## config.mk

```make
export PLATFORM = sky130hd
export DESIGN_NAME = pc_source_select_reg_flat
export DESIGN_NICKNAME = d
export VERILOG_FILES = /design/src/rtl/pc_source_select_reg_if.sv /design/src/rtl/pc_source_select_reg.sv /design/src/flat_wrapper.sv
export SDC_FILE = /design/constraint.sdc
export NUM_CORES = 1
export LEC_CHECK = 0
export ABC_AREA = 1
export CAP_MARGIN = 30
export CORE_MARGIN = 4
export CORE_UTILIZATION = 45
export DETAILED_ROUTE_END_ITERATION = 6
export PLACE_DENSITY = 0.83
export SYNTH_ARGS = -nofsm -noshare
export SYNTH_HDL_FRONTEND = slang
export SYNTH_SLANG_ARGS = --single-unit
```

## constraint.sdc

```tcl
create_clock -name Clk -period 2.75 [get_ports Clk]
set_input_delay 0.6875 -clock Clk [delete_from_list [all_inputs] [get_ports Clk]]
set_output_delay 0.6875 -clock Clk [all_outputs]
set_load 0.005 [all_outputs]
```

## src/rtl/pc_source_select_reg_if.sv

```systemverilog
// Bundle of the PC source-select datapath signals: candidate sources,
// select, load controls and the registered PC outputs.
interface pc_source_select_reg_if #(
    parameter int WIDTH   = 32,
    parameter int NUM_SRC = 4,
    parameter int SEL_W   = 2
);
    logic [NUM_SRC*WIDTH-1:0] src;
    logic [SEL_W-1:0]         sel;
    logic                     pc_write;
    logic                     pc_write_cond;
    logic                     zero;
    logic                     stall;
    logic [WIDTH-1:0]         pc;
    logic [WIDTH-1:0]         pc_prev;
    logic                     redirect_pending;
    logic                     sel_err;

    // Control side: drives sources and load requests, observes the PC.
    modport master (
        output src, sel, pc_write, pc_write_cond, zero, stall,
        input  pc, pc_prev, redirect_pending, sel_err
    );

    // PC register side.
    modport slave (
        input  src, sel, pc_write, pc_write_cond, zero, stall,
        output pc, pc_prev, redirect_pending, sel_err
    );
endinterface

```

## src/rtl/pc_source_select_reg.sv

```systemverilog
// N-way PC source select plus the PC register for the multicycle datapath.
// A load requested while stalled is parked in a one-entry pending slot
// (newest request wins) and applied on the first unstalled cycle unless a
// fresh load arrives in that cycle, which supersedes it.
module pc_source_select_reg #(
    parameter int               WIDTH      = 32,
    parameter int               NUM_SRC    = 4,
    parameter int               SEL_W      = 2,
    parameter logic [WIDTH-1:0] RESET_VEC  = {WIDTH{1'b0}},
    parameter int               ALIGN_BITS = 2
) (
    input  logic                   Clk,
    input  logic                   Rst,
    pc_source_select_reg_if.slave  bus
);

    // Low ALIGN_BITS cleared; ALIGN_BITS = 0 yields an all-ones mask.
    localparam logic [WIDTH-1:0] ALIGN_MASK =
        ~((WIDTH'(1) << ALIGN_BITS) - WIDTH'(1));
    localparam logic [SEL_W:0]   NUM_SRC_L  = (SEL_W+1)'(NUM_SRC);

    typedef enum logic [0:0] {
        ST_IDLE    = 1'b0,
        ST_PENDING = 1'b1
    } state_t;

    state_t           state_q,    state_d;
    logic [WIDTH-1:0] pc_q,       pc_d;
    logic [WIDTH-1:0] pc_prev_q,  pc_prev_d;
    logic [WIDTH-1:0] pend_val_q, pend_val_d;
    logic             sel_err_q,  sel_err_d;

    logic             load_s;
    logic             sel_bad_s;
    logic [WIDTH-1:0] raw_val_s;
    logic [WIDTH-1:0] sel_val_s;

    // Source mux: out-of-range selects fall back to source 0, then align.
    always_comb begin
        raw_val_s = bus.src[0 +: WIDTH];
        for (int i = 0; i < NUM_SRC; i++) begin
            raw_val_s = (bus.sel == SEL_W'(i)) ? bus.src[i*WIDTH +: WIDTH]
                                               : raw_val_s;
        end
        sel_bad_s = ({1'b0, bus.sel} >= NUM_SRC_L);
        sel_val_s = raw_val_s & ALIGN_MASK;
    end

    // Next-state: stall defers, fresh load beats pending, pending drains.
    always_comb begin
        load_s     = bus.pc_write | (bus.pc_write_cond & bus.zero);
        state_d    = state_q;
        pc_d       = pc_q;
        pc_prev_d  = pc_prev_q;
        pend_val_d = pend_val_q;
        sel_err_d  = load_s & sel_bad_s;

        if (bus.stall) begin
            if (load_s) begin
                pend_val_d = sel_val_s;
                state_d    = ST_PENDING;
            end else begin
                state_d    = state_q;
            end
        end else if (load_s) begin
            pc_d      = sel_val_s;
            pc_prev_d = pc_q;
            state_d   = ST_IDLE;
        end else begin
            case (state_q)
                ST_PENDING: begin
                    pc_d      = pend_val_q;
                    pc_prev_d = pc_q;
                    state_d   = ST_IDLE;
                end
                ST_IDLE: begin
                    state_d = ST_IDLE;
                end
                default: begin
                    state_d = ST_IDLE;
                end
            endcase
        end
    end

    // State registers with synchronous reset taking priority over stall.
    always_ff @(posedge Clk) begin
        if (Rst) begin
            state_q    <= ST_IDLE;
            pc_q       <= RESET_VEC;
            pc_prev_q  <= RESET_VEC;
            pend_val_q <= {WIDTH{1'b0}};
            sel_err_q  <= 1'b0;
        end else begin
            state_q    <= state_d;
            pc_q       <= pc_d;
            pc_prev_q  <= pc_prev_d;
            pend_val_q <= pend_val_d;
            sel_err_q  <= sel_err_d;
        end
    end

    assign bus.pc               = pc_q;
    assign bus.pc_prev          = pc_prev_q;
    assign bus.redirect_pending = (state_q == ST_PENDING);
    assign bus.sel_err          = sel_err_q;

endmodule
```

## src/flat_wrapper.sv

```systemverilog
// flat-port wrapper written by rule: the top's interface ports become plain ports
module pc_source_select_reg_flat 
#(
    parameter int               WIDTH      = 32,
    parameter int               NUM_SRC    = 4,
    parameter int               SEL_W      = 2,
    parameter logic [WIDTH-1:0] RESET_VEC  = {WIDTH{1'b0}},
    parameter int               ALIGN_BITS = 2
)
  (Clk, Rst, bus_src, bus_sel, bus_pc_write, bus_pc_write_cond, bus_zero, bus_stall, bus_pc, bus_pc_prev, bus_redirect_pending, bus_sel_err);
  pc_source_select_reg_if #(.WIDTH(WIDTH), .NUM_SRC(NUM_SRC), .SEL_W(SEL_W)) bus_i ();
  input  logic Clk;
  input  logic Rst;
  input wire logic [$bits(bus_i.src)-1:0] bus_src;
  input wire logic [$bits(bus_i.sel)-1:0] bus_sel;
  input wire logic [$bits(bus_i.pc_write)-1:0] bus_pc_write;
  input wire logic [$bits(bus_i.pc_write_cond)-1:0] bus_pc_write_cond;
  input wire logic [$bits(bus_i.zero)-1:0] bus_zero;
  input wire logic [$bits(bus_i.stall)-1:0] bus_stall;
  output wire logic [$bits(bus_i.pc)-1:0] bus_pc;
  output wire logic [$bits(bus_i.pc_prev)-1:0] bus_pc_prev;
  output wire logic [$bits(bus_i.redirect_pending)-1:0] bus_redirect_pending;
  output wire logic [$bits(bus_i.sel_err)-1:0] bus_sel_err;
  assign bus_i.src = bus_src;
  assign bus_i.sel = bus_sel;
  assign bus_i.pc_write = bus_pc_write;
  assign bus_i.pc_write_cond = bus_pc_write_cond;
  assign bus_i.zero = bus_zero;
  assign bus_i.stall = bus_stall;
  assign bus_pc = bus_i.pc;
  assign bus_pc_prev = bus_i.pc_prev;
  assign bus_redirect_pending = bus_i.redirect_pending;
  assign bus_sel_err = bus_i.sel_err;
  pc_source_select_reg #(.WIDTH(WIDTH), .NUM_SRC(NUM_SRC), .SEL_W(SEL_W), .RESET_VEC(RESET_VEC), .ALIGN_BITS(ALIGN_BITS)) u_core (.Clk(Clk), .Rst(Rst), .bus(bus_i));
endmodule
```

After elaboration in Yosys (flattened, before gate mapping)
Cells that the tools add are included.

Bits in registers: 95. Output and inout bits: 66. Memories kept: 0. Bits of input ports: 136. Bits in writable memories: 0. Logic and storage cells: 21. ROM bits: 0. Bits in latches: 0.

Divide/modulo/power cells: 0. Equal/unequal tests: 3. Bitwise logic cells: 3. Shift operators: 0. Magnitude comparators: 0. Multiplexer cells: 7. Reduce and logical (&&, ||, !) cells: 4. Multipliers: 0. Add/subtract/negate cells: 0.

Operator list (number): $mux 32 (7); $eq 2x2->1 const B (2); $reduce_and 2->1 (2); $eq 2x1->1 const B (1); $reduce_bool 2->1 (1); $reduce_or 2->1 (1); $and 1x1->1 (1); $not 1->1 (1); $or 1x1->1 (1).

Depth between registers and ports, before layout
Gate-level depths: netlist of run 1.

Depth in word-level cells: 5. Gate-level depth with buffers: 9. Mapped depth without buffers: 8.

Worst setup path before layout of run 1
No wires, ideal clock.

Kind: input port to flip-flop. From: input port bus_pc_write_cond. To: register u_core.pc_prev_q[11] (netlist: u_core.bus.pc_prev[11]). Stages on the path: 7. Required time: 2.634 ns. Data arrival time: 1.490 ns. Setup slack: 1.144 ns. Setup time: 0.116 ns. Path buffers: 1. Cells stage by stage: a21oi_2 > nand2_1 > nand2_2 > inv_1 > clkbuf_1 > nor2_1 > nor2_1.

Cells in the longest elaborated chain, start to end: 4. Elaborated cells between the ends (all ways): 5. Those cells by class: mux: 1; bitwise: 2; reduce/logical: 2.

Ends and longest elaborated chain: start: declaration (line flat_wrapper.sv:17) `input wire logic [$bits(bus_i.pc_write_cond)-1:0] bus_pc_write_cond;`; $and 1x1->1 (*) (line pc_source_select_reg.sv:51) `load_s = bus.pc_write | (bus.pc_write_cond & bus.zero);`; $or 1x1->1 (*) (line pc_source_select_reg.sv:51); $reduce_bool 2->1 (no source line); $reduce_and 2->1 (no source line); end signal: assignment (line pc_source_select_reg.sv:97) `pc_prev_q <= pc_prev_d;`; end: declaration (line pc_source_select_reg.sv:29) `logic [WIDTH-1:0] pc_prev_q, pc_prev_d;`.

Every way passes the cells marked *; elsewhere a longest branch is shown, timed or not. A chain may end at the register's enable or synchronous reset.

Worst setup path after layout of run 1
From: input port bus_sel[1]. To: register u_core.pend_val_q[21].

Cells in the longest elaborated chain, start to end: 4. Elaborated cells between the ends (all ways): 6. Those cells by class: eq/ne: 3; mux: 3.

Ends and longest elaborated chain: start: declaration (line flat_wrapper.sv:15) `input wire logic [$bits(bus_i.sel)-1:0] bus_sel;`; $eq 2x1->1 (line pc_source_select_reg.sv:42) `raw_val_s = (bus.sel == SEL_W'(i)) ? bus.src[i*WIDTH +: WIDTH]`; $mux 32 (2 in a row) (line pc_source_select_reg.sv:42); $mux 32 (*) (line pc_source_select_reg.sv:42); end signal: assignment (line pc_source_select_reg.sv:92) `pend_val_q <= {WIDTH{1'b0}};`; end signal: assignment (line pc_source_select_reg.sv:98) `pend_val_q <= pend_val_d;`; end: declaration (line pc_source_select_reg.sv:30) `logic [WIDTH-1:0] pend_val_q, pend_val_d;`.

Marks and branches as above.

==> results of run 1 <==
flip-flops by register name, summed over array words and instances (netlist names):
register	count
u_core.bus.pc	30
u_core.pend_val_q	30
u_core.bus.redirect_pending	1
u_core.bus.pc_prev	30
routing by layer:
layer / wire, um / up-vias / global-route usage
met1: 6220 / 2238 / 0.275
met5: 0 / - / 0
met2: 6730 / 187 / 0.356
li1: - / 2797 / -
met4: 264 / 0 / 0.0737
met3: 1030 / 22 / 0.0528
synthesized netlist by cell type:
cell,count,area share
a21oi_1,90,0.092
a21oi_2,1,0.0018
buf_1,4,0.0031
buf_2,24,0.024
buf_4,8,0.012
buf_6,2,0.0046
clkbuf_1,15,0.011
clkbuf_2,1,0.0010
clkinv_1,1,0.00076
conb_1,1,0.00076
dfxtp_1,91,0.37
inv_1,151,0.12
inv_2,4,0.0031
nand2_1,243,0.19
nand2_2,3,0.0038
nand3_1,57,0.058
nor2_1,61,0.047
o21ai_0,40,0.041
o21ai_1,22,0.022
or2_0,2,0.0025
area by class of cell:
type                    count  area [um2]  share of cell area
repair buffers            203        2020               0.287
well taps                 136         170              0.0242
clock buffers              11         141              0.0201
inverters                 156         586              0.0832
multi-input cells         524        2250               0.319
clock inverters             5        52.6             0.00747
flip-flops and latches     91        1820               0.259
where the power goes:
| part | switching (mW) | leakage (nW) | internal (mW) |
|---|---|---|---|
| combinational | 0.406 | 2.67 | 0.447 |
| sequential | 0.0670 | 0.753 | 1.43 |
| clock | 0.464 | 0.0991 | 0.440 |
| total | 0.938 | 3.52 | 2.32 |
critical path, stage by stage:
cell             delay, ns
clkdlybuf4s50_1       0.52
inv_2                 0.13
nand2_2               0.07
inv_2                 0.39
nand2_1               0.11
nand3_1               0.10
nand2_1               0.10
o21ai_0               0.18
inv_1                 0.05
path summary, 6_finish.rpt:
check / to / cells past startpoint
max: u_core.pend_val_q[21] / 9
min: u_core.bus.pc_prev[23] / 2
max reg2reg: u_core.bus.pc_prev[10] / 6
min reg2reg: u_core.bus.pc_prev[23] / 2
placed cells by master, fill, tap and decap left out, types with 2 or more instances in the layout:
master             n
nand2_2            4
inv_2              4
o21ai_1           22
clkbuf_8          10
conb_1             5
inv_1            151
nor2_1            61
a21oi_1           90
o21ai_0           40
buf_4             13
nand3_1           57
clkinv_2           3
dfxtp_1           91
clkdlybuf4s50_1  188
nand2_1          242
buf_12             2
or2_0              2
logic make-up (layout without fill, tap and decap cells):
family / count (synthesis) / after routing / synth area share
compound gates: 153 / 153 / 0.156
flops: 91 / 91 / 0.370
buf+inv: 210 / 375 / 0.176
simple gates: 366 / 366 / 0.296
other cells: 1 / 5 / 0.000763
==> out/qor.txt, run 1 <==
Area delta synth->final = 43.2%
R2R setup slack = 1.20 ns
CP Max Fanout = 28
Status = finished, final reports clean
Mapped cell area = 4920 um2
Post_cts resized = 0
Htree depth = 3
Worst setup path startpoint = bus_sel[1]
Worst slack, placed = 0.269 ns
Worst Setup Path Type = input port to flop
Gr usage total = 0.215
Reg-to-Reg Start = u_core.bus.redirect_pending
Hold Violations, Final = 0
Clk sinks = 91
Synth cell types = 20
Number of placed instances, taps included = 1110
DP Area = 6850 um2
Via count = 5244
Avg Synthesized Cell Area = 5.99 um2
Routed Wire Length = 14200 um
Max IR drop VDD = 0.000278 V
Period utilisation layout = 0.758
Largest net degree at the start of global routing = 91
CP Data Arrival Time = 2.36 ns
Die Y = 113 um
Worst hold path startpoint = u_core.bus.pc_prev[23]
DRT antenna net count = 0
Net count, final = 1121
Final setup violation count = 0
Fraction of layout cells with a size suffix above 1 = 0.0394
CTS tree = done
Critical path required time = 3.02 ns
Final cell utilization of the core = 0.673
Setup TNS = 0 ns
Cell count after synthesis = 821
Hpwl dp = 10300 um
Period minus WS final = 2.08 ns
Routability cong. = 0.837
Via-to-Cell Ratio = 4.66
Fmax = 480 MHz
Fill count = 977
Cts hold-fix bufs = 0
Remaining Overflow, GRT = 0
Site row count = 37
Slew @ Worst Pin = 0.960 ns
Startpoint types = input port
IO Port Bufs = 188
Sequential share of the synthesized area = 0.370
Number of synthesized register bits = 91
Initial antenna violation count = 0
Max Slew Vio Count = 0
WL per Instance = 12.6 um
Die area = 12700 um2
MaxCap Viol Count = 0
First-pass GRT wire length = 22300 um
Post-route insts no fill = 1126
Initial Utilization = 0.470
CTS Root Cell = clkbuf_8
Tot Pwr = 3.25 mW
Fin worst setup slack = 0.666 ns
DRC = 0
Clock Path Buffers = 2
YS warnings = 0
Core area = 10500 um2
Min Hold Slack = 0.486 ns
Leakage = 3.52 nW
Layout Skew = 0.00923 ns
CP endpoint kind = flop
# Post-CTS Setup Buffers = 0
Clk slew on worst S/H paths = 0.09 ns
Min-Delay Path Class = flop to flop
Pre-Repair DR Iteration Count = 5
P per Cell Area = 462 nW/um2
Vias in the first global route = 4522
Num ports = 202
DR iter-0 viols = 413
RSZ-0062 raised after global routing = false
Clock Latency Late Sink = 0.37 ns
Die Span X = 113 um
Design area = 7040 um2
Slew HR = 0.359
Number of diodes = 0
TritonCTS Buffers = 9
Power figures use the tool's default switching activity.
==> run 2: changes to the inputs <==
--- a/config.mk
+++ b/config.mk
@@ -8,9 +8,9 @@
 export ABC_AREA = 1
 export CAP_MARGIN = 30
 export CORE_MARGIN = 4
-export CORE_UTILIZATION = 45
+export CORE_UTILIZATION = 44
 export DETAILED_ROUTE_END_ITERATION = 6
-export PLACE_DENSITY = 0.83
+export PLACE_DENSITY = 0.82
 export SYNTH_ARGS = -nofsm -noshare
 export SYNTH_HDL_FRONTEND = slang
 export SYNTH_SLANG_ARGS = --single-unit
==> constraint.sdc (replaced) <==
create_clock -name Clk -period 2.1 [get_ports Clk]
set_input_delay 0.525 -clock Clk [delete_from_list [all_inputs] [get_ports Clk]]
set_output_delay 0.525 -clock Clk [all_outputs]
set_load 0.005 [all_outputs]
==> out/qor.txt, run 2 (synthesis gave the netlist of run 1 again) <==
Status = finished, final reports clean
# Post-CTS Setup Buffers = 0 (unchanged)
Routability cong. = 0.851 (+1.6%)
Worst Path Buf+Inv = 1 (-3)
CP top delay family = buffers and inverters
Layout Skew = 0.00721 ns (-0.00202 ns)
Area delta synth->final = 46.4%
Net count, final = 1130 (+0.80%)
P per Cell Area = 610 nW/um2 (+32%)
Fill count = 971 (-0.61%)
Cts hold-fix bufs = 0 (unchanged)
Die area = 12900 um2 (+2.1%)
Post_cts resized = 0 (unchanged)
Vias in the first global route = 4953 (+9.5%)
CTS Root Cell = clkbuf_8
Site row count = 38 (+2.7%)
Period minus WS final = 1.82 ns
Die Span X = 114 um (+1.1%)
Final setup violation count = 0 (unchanged)
Most frequent cells in the layout = 242 x nand2_1, 188 x clkdlybuf4s50_1, 151 x inv_1, 91 x dfxtp_1, 90 x a21oi_1
Num ports = 202 (unchanged)
Worst Setup Path Type = flop to output port
CTS tree = done
Fraction of layout cells with a size suffix above 1 = 0.0490 (+0.00966)
Via-to-Cell Ratio = 4.65 (-0.12%)
Htree depth = 3 (unchanged)
Fmax = 548 MHz
Setup TNS = 0 ns (unchanged)
Clk slew on worst S/H paths = 0.09 ns (about the same)
CP Data Arrival Time = 1.30 ns (-1.06 ns)
Period utilisation layout = 0.868
Final cell utilization of the core = 0.661 (-0.0118)
Area of the multi-input gates = 2250 um2 (unchanged)
WL per Instance = 12.6 um (-0.30%)
Pre-Repair DR Iteration Count = 5 (unchanged)
Critical path required time = 1.57 ns (-1.45 ns)
Clk sinks = 91 (unchanged)
CP Max Fanout = 3 (-89%)
Via count = 5298 (+1.0%)
Crit-path cells = clkdlybuf4s50_1
DRT antenna net count = 0 (unchanged)
Hold Violations, Final = 0 (unchanged)
IO Port Bufs = 188 (unchanged)
Initial antenna violation count = 0 (unchanged)
Number of diodes = 0 (unchanged)
Startpoint types = flop
Clock Path Buffers = 2 (unchanged)
Seq. cell area = 1820 um2 (unchanged)
Hpwl dp = 10700 um (+3.9%)
Die Y = 114 um (+1.1%)
Initial Utilization = 0.452 (-0.0184)
Routed Wire Length = 14400 um (+0.85%)
Core area = 10900 um2 (+4.1%)
Max IR drop VDD = 0.000274 V (-1.4%)
Max Slew Vio Count = 0 (unchanged)
Critical path's slowest cell = clkdlybuf4s50_1
Max incr delay on CP = 0.53 ns (about the same)
Leakage = 3.59 nW (+2.0%)
TritonCTS Buffers = 9 (unchanged)
MaxCap Viol Count = 0 (unchanged)
Clock Latency Late Sink = 0.35 ns (-0.02 ns)
RSZ-0062 raised after global routing = false
Largest net degree at the start of global routing = 54 (-41%)
DR iter-0 viols = 448 (+8.5%)
Gr usage total = 0.220 (+0.00505)
First-pass GRT wire length = 23300 um (+4.3%)
CP endpoint kind = output port
Remaining Overflow, GRT = 0 (unchanged)
Min-Delay Path Class = flop to flop
DRC = 0 (unchanged)
Most common cell after layout, fill and taps aside = nand2_1
-- run 2: cell types whose count changed in the layout (fill, tap and decap cells not counted) --
cell        change
buf_12          +5
buf_4           +4
bufinv_16       +1
clkbuf_1        -1
clkbuf_8        -1
clkinv_2        -1
clkinvlp_4      +2
-- run 2: path summary, 6_finish.rpt --
check	startpoint	to	slack (ns)	depth (start not counted)
max reg2reg	u_core.bus.redirect_pending	u_core.bus.pc_prev[31]	0.92	6
max	u_core.bus.pc[25]	bus_pc[25]	0.28	1
min	u_core.bus.pc_prev[26]	u_core.bus.pc_prev[26]	0.48	2
min reg2reg	u_core.bus.pc_prev[26]	u_core.bus.pc_prev[26]	0.48	2
-- run 2: final cells by class --
type	instances	share of cell area
tap	140	0.0243
timing repair buffer	212	0.299
inverter	156	0.0814
clock inverter	7	0.0129
multi-input combinational	524	0.312
sequential	91	0.253
clock buffer	9	0.0172
-- run 2: report_power, final --
group	switching [mW]	internal [mW]	leakage [nW]
clock network	0.616	0.666	0.101
logic	0.541	0.610	2.73
registers	0.0903	1.87	0.753
total	1.25	3.15	3.59
-- run 2: metal layers --
| layer | global-route usage | vias up | share of wire |
|---|---|---|---|
| met3 | 0.0520 | 15 | 0.080 |
| met2 | 0.374 | 187 | 0.49 |
| met4 | 0.0521 | 0 | 0.014 |
| met5 | 0 | - | 0 |
| met1 | 0.284 | 2277 | 0.42 |
| li1 | - | 2819 | - |
-- run 2: worst reg2reg max path, stage by stage (launching register included) --
cell	delay, ns
dfxtp_1	0.34
inv_1	0.04
nand2_1	0.09
nand2_2	0.10
buf_12	0.20
o21ai_0	0.25
nor2_1	0.06
-- run 2: metrics by stage --
step	power, mW	std cells	instance area [um2]	hold WS (ns)	setup slack (ns)
2_1_floorplan	2.54	825	4930	0.480	0.657
3_3_place_gp	3.12	1123	6980	0.461	0.0655
3_5_place_dp	3.15	1123	6980	0.472	0.0335
4_1_cts	4.42	1139	7200	0.491	0.262
5_1_grt	4.65	1139	7200	0.510	0.231
6_report	4.39	1139	7200	0.483	0.276
